===== src/rtl/pending_index_encoder.sv =====
// pending_index_encoder: a 32-bit pending-bit set register feeding a 5-bit
// index encoder. It presents one pending index at a time on a valid/ready
// handshake. Priority is either fixed (lowest index wins) or rotating
// (ROUND_ROBIN=1, the search starts after the last served index).

// One pending bit. A set pulse beats a same-cycle serve, so a request that
// arrives while its bit is being served is presented again later.
module pending_index_encoder_cell (
  input  logic clk,
  input  logic reset,
  input  logic clr,
  input  logic set,
  input  logic served,
  output logic q
);
  // Sticky bit: clear on reset/clr, otherwise drop when served and set on req.
  always_ff @(posedge clk) begin
    if (reset || clr) q <= 1'b0;
    else              q <= (q & ~served) | set;
  end
endmodule

module pending_index_encoder #(
  parameter int ROUND_ROBIN = 0
) (
  input  logic        clk,
  input  logic        reset,
  input  logic [31:0] req,
  input  logic        clr_all,
  input  logic        out_ready,
  output logic        out_valid,
  output logic [4:0]  out_index,
  output logic [31:0] pending,
  output logic [5:0]  count
);
  localparam int NUM_LANES = 32;
  localparam int IDX_W     = 5;

  typedef enum logic {IDLE, PRESENT} state_t;

  state_t                 state;
  logic [IDX_W-1:0]       last_served;
  logic                   handshake;
  logic [NUM_LANES-1:0]   served;
  logic [NUM_LANES-1:0]   search_src;
  logic [IDX_W-1:0]       search_base;
  logic [NUM_LANES-1:0]   above_mask;
  logic [NUM_LANES-1:0]   above;
  logic                   sel_any;
  logic [IDX_W-1:0]       sel_idx;

  // Lowest set bit of v; zero when v is empty (callers gate with sel_any).
  function automatic logic [IDX_W-1:0] lowest(input logic [NUM_LANES-1:0] v);
    logic [IDX_W-1:0] r;
    r = '0;
    for (int i = NUM_LANES - 1; i >= 0; i--)
      if (v[i]) r = IDX_W'(i);
    return r;
  endfunction

  assign handshake = out_valid & out_ready;
  assign served    = handshake ? (NUM_LANES'(1) << out_index) : '0;

  for (genvar g = 0; g < NUM_LANES; g++) begin : g_lane
    pending_index_encoder_cell u_cell (
      .clk    (clk),
      .reset  (reset),
      .clr    (clr_all),
      .set    (req[g]),
      .served (served[g]),
      .q      (pending[g])
    );
  end

  // On a handshake the next pick excludes the bit being served and ignores
  // same-cycle req; the rotation base becomes the index just served.
  assign search_src  = handshake ? (pending & ~served) : pending;
  assign search_base = handshake ? out_index : last_served;

  // Pick the next index: lowest set bit, or first set bit above the base with wrap.
  always_comb begin
    above_mask = '0;
    for (int i = 0; i < NUM_LANES; i++)
      above_mask[i] = (i > int'(search_base));
    above   = search_src & above_mask;
    sel_any = |search_src;
    if (ROUND_ROBIN != 0 && |above) sel_idx = lowest(above);
    else                            sel_idx = lowest(search_src);
  end

  // Population count of the registered pending vector.
  always_comb begin
    count = '0;
    for (int i = 0; i < NUM_LANES; i++)
      count = count + 6'(pending[i]);
  end

  // Presentation FSM with registered valid/index; reset, then clr_all, dominate.
  always_ff @(posedge clk) begin
    if (reset) begin
      state       <= IDLE;
      out_valid   <= 1'b0;
      out_index   <= '0;
      last_served <= IDX_W'(NUM_LANES - 1);
    end else if (clr_all) begin
      state     <= IDLE;
      out_valid <= 1'b0;
      out_index <= '0;
    end else begin
      case (state)
        IDLE: begin
          if (sel_any) begin
            state     <= PRESENT;
            out_valid <= 1'b1;
            out_index <= sel_idx;
          end
        end
        PRESENT: begin
          if (out_ready) begin
            last_served <= out_index;
            if (sel_any) begin
              out_index <= sel_idx;
            end else begin
              state     <= IDLE;
              out_valid <= 1'b0;
            end
          end
        end
        default: begin
          state     <= IDLE;
          out_valid <= 1'b0;
        end
      endcase
    end
  end
endmodule


===== config.mk =====
export PLATFORM = sky130hd
export DESIGN_NAME = pending_index_encoder
export DESIGN_NICKNAME = d
export VERILOG_FILES = /design/src/rtl/pending_index_encoder.sv
export SDC_FILE = /design/constraint.sdc
export NUM_CORES = 1
export LEC_CHECK = 0
export ABC_CLOCK_PERIOD_IN_PS = 10100
export CORE_UTILIZATION = 50
export CTS_CLUSTER_SIZE = 28
export DETAILED_ROUTE_END_ITERATION = 6
export GPL_TIMING_DRIVEN = 0
export PLACE_DENSITY = 0.92
export SYNTH_ARGS = -nofsm -noshare
export SYNTH_HDL_FRONTEND = slang
export SYNTH_SLANG_ARGS = --single-unit

===== constraint.sdc =====
create_clock -name clk -period 10.1 [get_ports clk]
set_input_delay 2.02 -clock clk [delete_from_list [all_inputs] [get_ports clk]]
set_output_delay 2.02 -clock clk [all_outputs]
set_load 0.05 [all_outputs]

==> summary.md, run 1 <==
| Metric | Value |
|---|---|
| NumNets Final | roughly 560 |
| # Max-Cap Violations | 0 |
| RSZ-0062 raised after global routing | false |
| Post-synthesis net count | approximately 470 |
| Hold-fix buffers, CTS | 0 |
| Layout cells sized above 1 | between 10% and 20% |
| Postcts setup bufs | 0 |
| Fraction of registers with async set/reset | 0% |
| Worst Hold Depth | 2 |
| Detailed-placement wirelength estimate | roughly 8300 um |
| H-tree depth | 2 |
| WP depth | 18 |
| R2R cell count | 9 |
| CTS buffer count | 5 |
| Final Hold Vio Count | 0 |
| Starting Density | a little over half |
| Top cell type by total area after synthesis | dfxtp_1 |
| Final setup viols | 0 |
| I/O Buffers | approximately 80 |
| Number of synthesized flops with an enable pin | 0 |
| Fin Clk Skew | about 0.008 ns |
| Sequential share of the synthesized area | between 20% and 30% |
| Largest net degree at the start of global routing | 12 |
| Synth cell types | roughly 70 |
| Clk slew on worst S/H paths | about 0.08 ns |
| Slowest-stage cell, CP | clkdlybuf4s50_1 |
| GRT Util Overall | a little under a third |
| Detailed Route WL | 10700 um |
| Hold_sp | g_lane[5].u_cell.q$_SDFF_PP0_ |
| Synth Cell Area | 3470 um2 |
| Share of the synthesized area in the top cell type | 22.5% |
| CTS tree | built |
| Antenna-violating nets left | 0 |
| Most frequent CP cell | fa_1 |
| Most frequent cell after synthesis | inv_1 |
| Setup CP Type | flip-flop to output port |
| Chip Height | between 80 and 90 um |
| Clk buf depth | 2 |
| Drc violations | 0 |
| Vias in the first global route | roughly 3400 |
| Worst setup EP type | output port |
| Status | complete, no violations |
| Vias/cell | a little under 6 |
| Global-route wire length before repair | approximately 17000 um |
| Clock Tree Root | clkbuf_8 |
| Post-Syn Instances | roughly 400 |
| Critical path peak fanout | 6 |
| Final period util | 77.5% |
| Slew @ Worst Pin | between 0.6 and 0.7 ns |
| CP Cell Sequence | inv_1 -> fa_1 -> fa_1 -> inv_1 -> fa_1 -> inv_1 -> fa_1 -> fa_1 -> fa_1 -> inv_1 -> ha_1 -> inv_1 -> fa_1 -> inv_1 -> a21o_1 -> a21oi_1 -> xnor2_1 -> clkdlybuf4s50_1 |
| Final Max Tran Viols | 0 |
| VDD IR max | approximately 190 uV |
| DRT Pass-1 Iters | 4 |
| CP arrival | about 5.8 ns |
| Initial antenna violation count | 0 |
| CP required | 8.08 ns |
| Clock Sinks | 39 |
| FF+latch count, synth | 39 |
| Cell row count | 29 |
| Final Core Density | between 60% and 70% |
| Area Overhead vs Synth | 28.5% |
| YS warnings | 0 |
| Worst path max stage delay | approximately 0.81 ns |
| CP Launch Point | g_lane[23].u_cell.q$_SDFF_PP0_ |
| Total Die Area | around 7300 um2 |
| Pwr/cell area | approximately 170 nW/um2 |
| DR vias | 3400 |
| Starting DRT DRC Count | around 230 |
| Worst-skew pair later-pin latency | ~0.30 ns |
| Final TNS setup | 0 ns |
| Die W | roughly 85 um |
| Worst path bufs/invs | 7 |
| Commonest cells in the netlist | inv_1 (53), nor2_1 (47), dfxtp_1 (39), buf_4 (36), a21oi_1 (29) |
| Total I/O pin count | 80 |
| Routability cong. | around 0.90 |
| Post-Syn Area per Cell | 8.54 um2 |
| Hold Crit Class | flip-flop to flip-flop |
| Pleak | between 0.0015 and 0.002 uW |
| Top_reg_cell synth | dfxtp_1 |
| GRT overflow | 0 |
| Synth area leaders | dfxtp_1 (23%), fa_1 (14%), buf_4 (7.8%) |
| Crit start category | flip-flop |
| Crit-path leading delay family | adder cells |
| Cts repair resizes | 0 |
| Average wire per standard cell | 18.8 um |
| RR Startpoint | out_index[0]$_SDFFE_PP0P_ |
| Slew Limit Headroom | approximately 56% |
| ANT cells | 0 |
| Maximum clock rate | ~130 MHz |
| Core ar. | between 6000 and 7000 um2 |
| Min Tclk post-route | approximately 8 ns |
## logic make-up (layout without fill, tap and decap cells)
logic type | after synthesis | after routing | share of synthesized area, %
multiplexers | 9 | 9 | 2.78
adder cells (fa/ha/maj) | 31 | 31 | 16.4
AND/OR/NAND/NOR | 110 | 110 | 18.7
buffers and inverters | 102 | 189 | 15.6
AO/OA/AOI/OAI | 112 | 112 | 23.2
XOR/XNOR | 3 | 3 | 0.758
flip-flops | 39 | 39 | 22.5
## report_power, final
group	switching (uW)	total, uW	leakage, uW	internal (uW)
Clock	59.1	122	0.0000515	62.5
Combinational	293	472	0.00147	179
Sequential	13.6	175	0.000321	162
## tightest hold or removal path, stage by stage, from the launching register on
cell     delay, ns
dfxtp_1       0.35
o31ai_2       0.10
a21oi_1       0.07
## cell type report
class | instances | area [um2]
Clock buffer | 8 | 100
Buffer | 49 | 343
Fill cell | 550 | 2080
Timing Repair Buffer | 79 | 791
Multi-Input combinational cell | 265 | 2140
Sequential cell | 39 | 781
Tap cell | 77 | 96.3
Inverter | 53 | 199
## layout by cell type (no fill, tap or decap), drive strengths merged, types with 4 or more instances in the layout
cell           count
nand3              8
ha                 7
inv               53
clkbuf            12
buf               45
mux2               5
nand4b             6
nor2              47
o31ai             10
dfxtp             39
clkdlybuf4s50     79
nor4               4
o21ai             19
o32a               5
o22ai              5
or2                6
o21a              11
nand2              7
a41oi              4
or3                5
nor3               5
a21oi             30
mux2i              4
nand2b             4
fa                24
## path summary, 6_finish.rpt
check                                                      to  slack (ns)
worst min register to register  g_lane[5].u_cell.q$_SDFF_PP0_        0.56
worst max register to register      out_index[0]$_SDFFE_PP0P_        7.51
worst min-delay path            g_lane[5].u_cell.q$_SDFF_PP0_        0.56
worst max-delay path                                 count[4]        2.27
## layer usage
| layer | GRT usage [%] | wire length (um) | share of wire, % | vias to the layer above |
|---|---|---|---|---|
| li1 | - | - | - | 1564 |
| met1 | 37.1 | 4420 | 41 | 1609 |
| met2 | 52.9 | 5170 | 48 | 188 |
| met3 | 5.54 | 734 | 6.9 | 39 |
| met4 | 13.6 | 379 | 3.5 | 0 |
| met5 | 0 | 0 | 0 | - |
## registers in the layout (all words and copies together) (netlist names)
name             cells
g_lane.u_cell.q     32
out_index            5
out_valid            1
state                1
## per-stage QoR
stage               instances  hold slack [ns]  area [um2]  setup WS (ns)  total power [uW]
global route              570            0.591        4450           1.98               814
CTS                       570            0.568        4450           2.24               768
finish                    570            0.562        4450           2.27               769
floorplan                 406            0.500        3470           2.96               504
detailed placement        562            0.553        4350           2.58               649
global placement          562            0.539        4350           2.66               628
Power figures use the tool's default switching activity.
==> run 2, diff against run 1 <==
--- a/config.mk
+++ b/config.mk
@@ -5,7 +5,7 @@
 export SDC_FILE = /design/constraint.sdc
 export NUM_CORES = 1
 export LEC_CHECK = 0
-export ABC_CLOCK_PERIOD_IN_PS = 10100
+export ABC_CLOCK_PERIOD_IN_PS = 7700
 export CORE_UTILIZATION = 50
 export CTS_CLUSTER_SIZE = 28
 export DETAILED_ROUTE_END_ITERATION = 6
==> constraint.sdc (replaced) <==
create_clock -name clk -period 7.7 [get_ports clk]
set_input_delay 1.54 -clock clk [delete_from_list [all_inputs] [get_ports clk]]
set_output_delay 1.54 -clock clk [all_outputs]
set_load 0.05 [all_outputs]
==> results of run 2 <==
The final DEF is identical to that of run 1. Status: complete, no violations.
Main changes from that run: setup slack after placement 2.58 ns -> 0.659 ns; setup slack after layout 2.27 ns -> 0.348 ns; register-to-register setup slack 7.51 ns -> 5.11 ns; total power 769 uW -> 1010 uW; worst IR drop on VDD 188 uV -> 246 uV
==> run 3, diff against run 2 <==
--- a/config.mk
+++ b/config.mk
@@ -6,6 +6,7 @@
 export NUM_CORES = 1
 export LEC_CHECK = 0
 export ABC_CLOCK_PERIOD_IN_PS = 7700
+export CORE_ASPECT_RATIO = 1.5
 export CORE_UTILIZATION = 50
 export CTS_CLUSTER_SIZE = 28
 export DETAILED_ROUTE_END_ITERATION = 6
==> summary.md, run 3 (synthesis gave the netlist of run 1 again) <==
| Metric | Value |
|---|---|
| Crit start category | flip-flop |
| Met2 usage | 52.7% (-0.19 points) |
| # Max-Cap Violations | 0 (unchanged) |
| Total Die Area | 7280 um2 (about the same) |
| CP required | just over 6 ns |
| Die W | 70.0 um (-18%) |
| CTS buffer count | 5 (unchanged) |
| RSZ-0062 raised after global routing | false |
| Pwr Total | 989 uW |
| Final setup viols | 0 (unchanged) |
| Max reg flops | 32 (unchanged) |
| Initial antenna violation count | 0 (unchanged) |
| Clk slew on worst S/H paths | 0.07 ns (about the same) |
| Detailed Route WL | 10700 um (about the same) |
| Cts repair resizes | 0 (unchanged) |
| Final Non-Filler Cells | 569 (-0.18%) |
| Total I/O pin count | 80 (unchanged) |
| VDD IR max | 270 uV |
| Core ar. | 6580 um2 (+0.69%) |
| Largest registers | g_lane.u_cell.q: 32 flops, out_index: 5 flops |
| Pleak | 0.00186 uW (+0.51%) |
| NumNets Final | 559 (unchanged) |
| Clock Sinks | 39 (unchanged) |
| Hold Crit Class | flip-flop to flip-flop |
| CTS tree | built |
| Drc violations | 0 (unchanged) |
| Detailed-placement wirelength estimate | 8520 um (+2.4%) |
| Routability cong. | 0.954 (+6.1%) |
| Postcts setup bufs | 0 (unchanged) |
| Starting DRT DRC Count | 276 (+18%) |
| Status | complete, no violations |
| Pwr/cell area | approximately 220 nW/um2 |
| Clk buf depth | 2 (unchanged) |
| Maximum clock rate | 137 MHz |
| DP Area | 4350 um2 (about the same) |
| Layout cells sized above 1 | 15.2% (-0.20 points) |
| Final TNS setup | 0 ns (unchanged) |
| Global-route wire length before repair | 17200 um (+1.1%) |
| Antenna-violating nets left | 0 (unchanged) |
| # placed instances | 561 (-0.18%) |
| Critical path peak fanout | 6 (unchanged) |
| Vias in the first global route | 3484 (+2.1%) |
| DR vias | 3391 (-0.26%) |
| Most frequent cells in the layout | clkdlybuf4s50_1 (78), inv_1 (53), nor2_1 (47), dfxtp_1 (39), buf_4 (36) |
| Final period util | between 90% and 100% |
| Chip Height | 104 um (+22%) |
| Place WS | 0.549 ns |
| Average wire per standard cell | 18.8 um (about the same) |
| Hold-fix buffers, CTS | 0 (unchanged) |
| Worst-skew pair later-pin latency | 0.30 ns (about the same) |
| Slew @ Worst Pin | 0.593 ns (-0.0706 ns) |
| Worst setup EP type | output port |
| Global routing's busiest layer | met2 |
| H-tree depth | 2 (unchanged) |
| Min Tclk post-route | 7.29 ns |
| Final Max Tran Viols | 0 (unchanged) |
| Largest net degree at the start of global routing | 12 (unchanged) |
| Fin Clk Skew | 0.00414 ns (-0.00370 ns) |
| Commonest non-fill, non-tap cell in the layout | clkdlybuf4s50_1 |
| Met3 Use GR | 5.14% (-0.41 points) |
| Design area | 4440 um2 (-0.39%) |
| Most flop-heavy register | g_lane.u_cell.q |
| GRT overflow | 0 (unchanged) |
| CP arrival | 5.75 ns (-0.06 ns) |
| Final setup margin | 0.412 ns |
| Slew Limit Headroom | 60.5% (+4.7 points) |
| ANT cells | 0 (unchanged) |
| Clock Tree Root | clkbuf_8 |
| Area Overhead vs Synth | 28.0% |
| I/O Buffers | 79 (unchanged) |
| GRT Util Overall | 30.0% (-0.57 points) |
| Vias/cell | 5.96 (about the same) |
| Final Hold Vio Count | 0 (unchanged) |
| M1 GR Usage | 32.8% (-4.3 points) |
| Cell row count | 36 (+24%) |
| Starting Density | 52.7% (-0.36 points) |
| Setup CP Type | flip-flop to output port |
| DRT Pass-1 Iters | 5 (+1) |
run 3: worst paths after layout:
| path | start | to | slack (ns) | cells after the start |
|---|---|---|---|---|
| min reg2reg | g_lane[23].u_cell.q$_SDFF_PP0_ | g_lane[23].u_cell.q$_SDFF_PP0_ | 0.56 | 2 |
| max reg2reg | out_index[0]$_SDFFE_PP0P_ | out_index[2]$_SDFFE_PP0P_ | 5.13 | 9 |
| max | g_lane[23].u_cell.q$_SDFF_PP0_ | count[2] | 0.41 | 15 |
| min | g_lane[23].u_cell.q$_SDFF_PP0_ | g_lane[23].u_cell.q$_SDFF_PP0_ | 0.56 | 2 |
run 3: stage by stage:
| stage | hold slack [ns] | util, % |
|---|---|---|
| 4_1_cts | 0.561 | 67.4 |
| 3_3_place_gp | 0.526 | 66.2 |
| 3_5_place_dp | 0.551 | 66.2 |
| 6_report | 0.564 | 67.4 |
| 2_1_floorplan | 0.500 | - |
| 5_1_grt | 0.615 | 67.4 |
run 3: cell type report:
class                   count  area, um2
repair buffers             79        793
fillers                   543       2140
clock inverters             1       5.00
flip-flops and latches     39        781
well taps                  76       95.1
clock buffers               7       76.3
multi-input cells         265       2140
plain buffers              49        343
inverters                  53        199
run 3: routing by layer:
metal / vias up / routed length, um
met5: - / 0
met3: 52 / 489
li1: 1566 / -
met2: 142 / 5510
met1: 1631 / 4040
met4: 0 / 652
run 3: worst max-delay path, stage by stage (launching register included):
cell	delay, ns
dfxtp_1	0.41
inv_1	0.14
fa_1	0.53
fa_1	0.52
inv_1	0.05
fa_1	0.50
inv_1	0.06
fa_1	0.48
fa_1	0.52
fa_1	0.41
inv_1	0.07
ha_1	0.16
inv_1	0.07
fa_1	0.49
xnor2_1	0.21
clkdlybuf4s50_1	0.83
run 3: power by group:
part	internal, uW	switching (uW)
clock	63.6	73.0
sequential	212	17.8
combinational	239	384
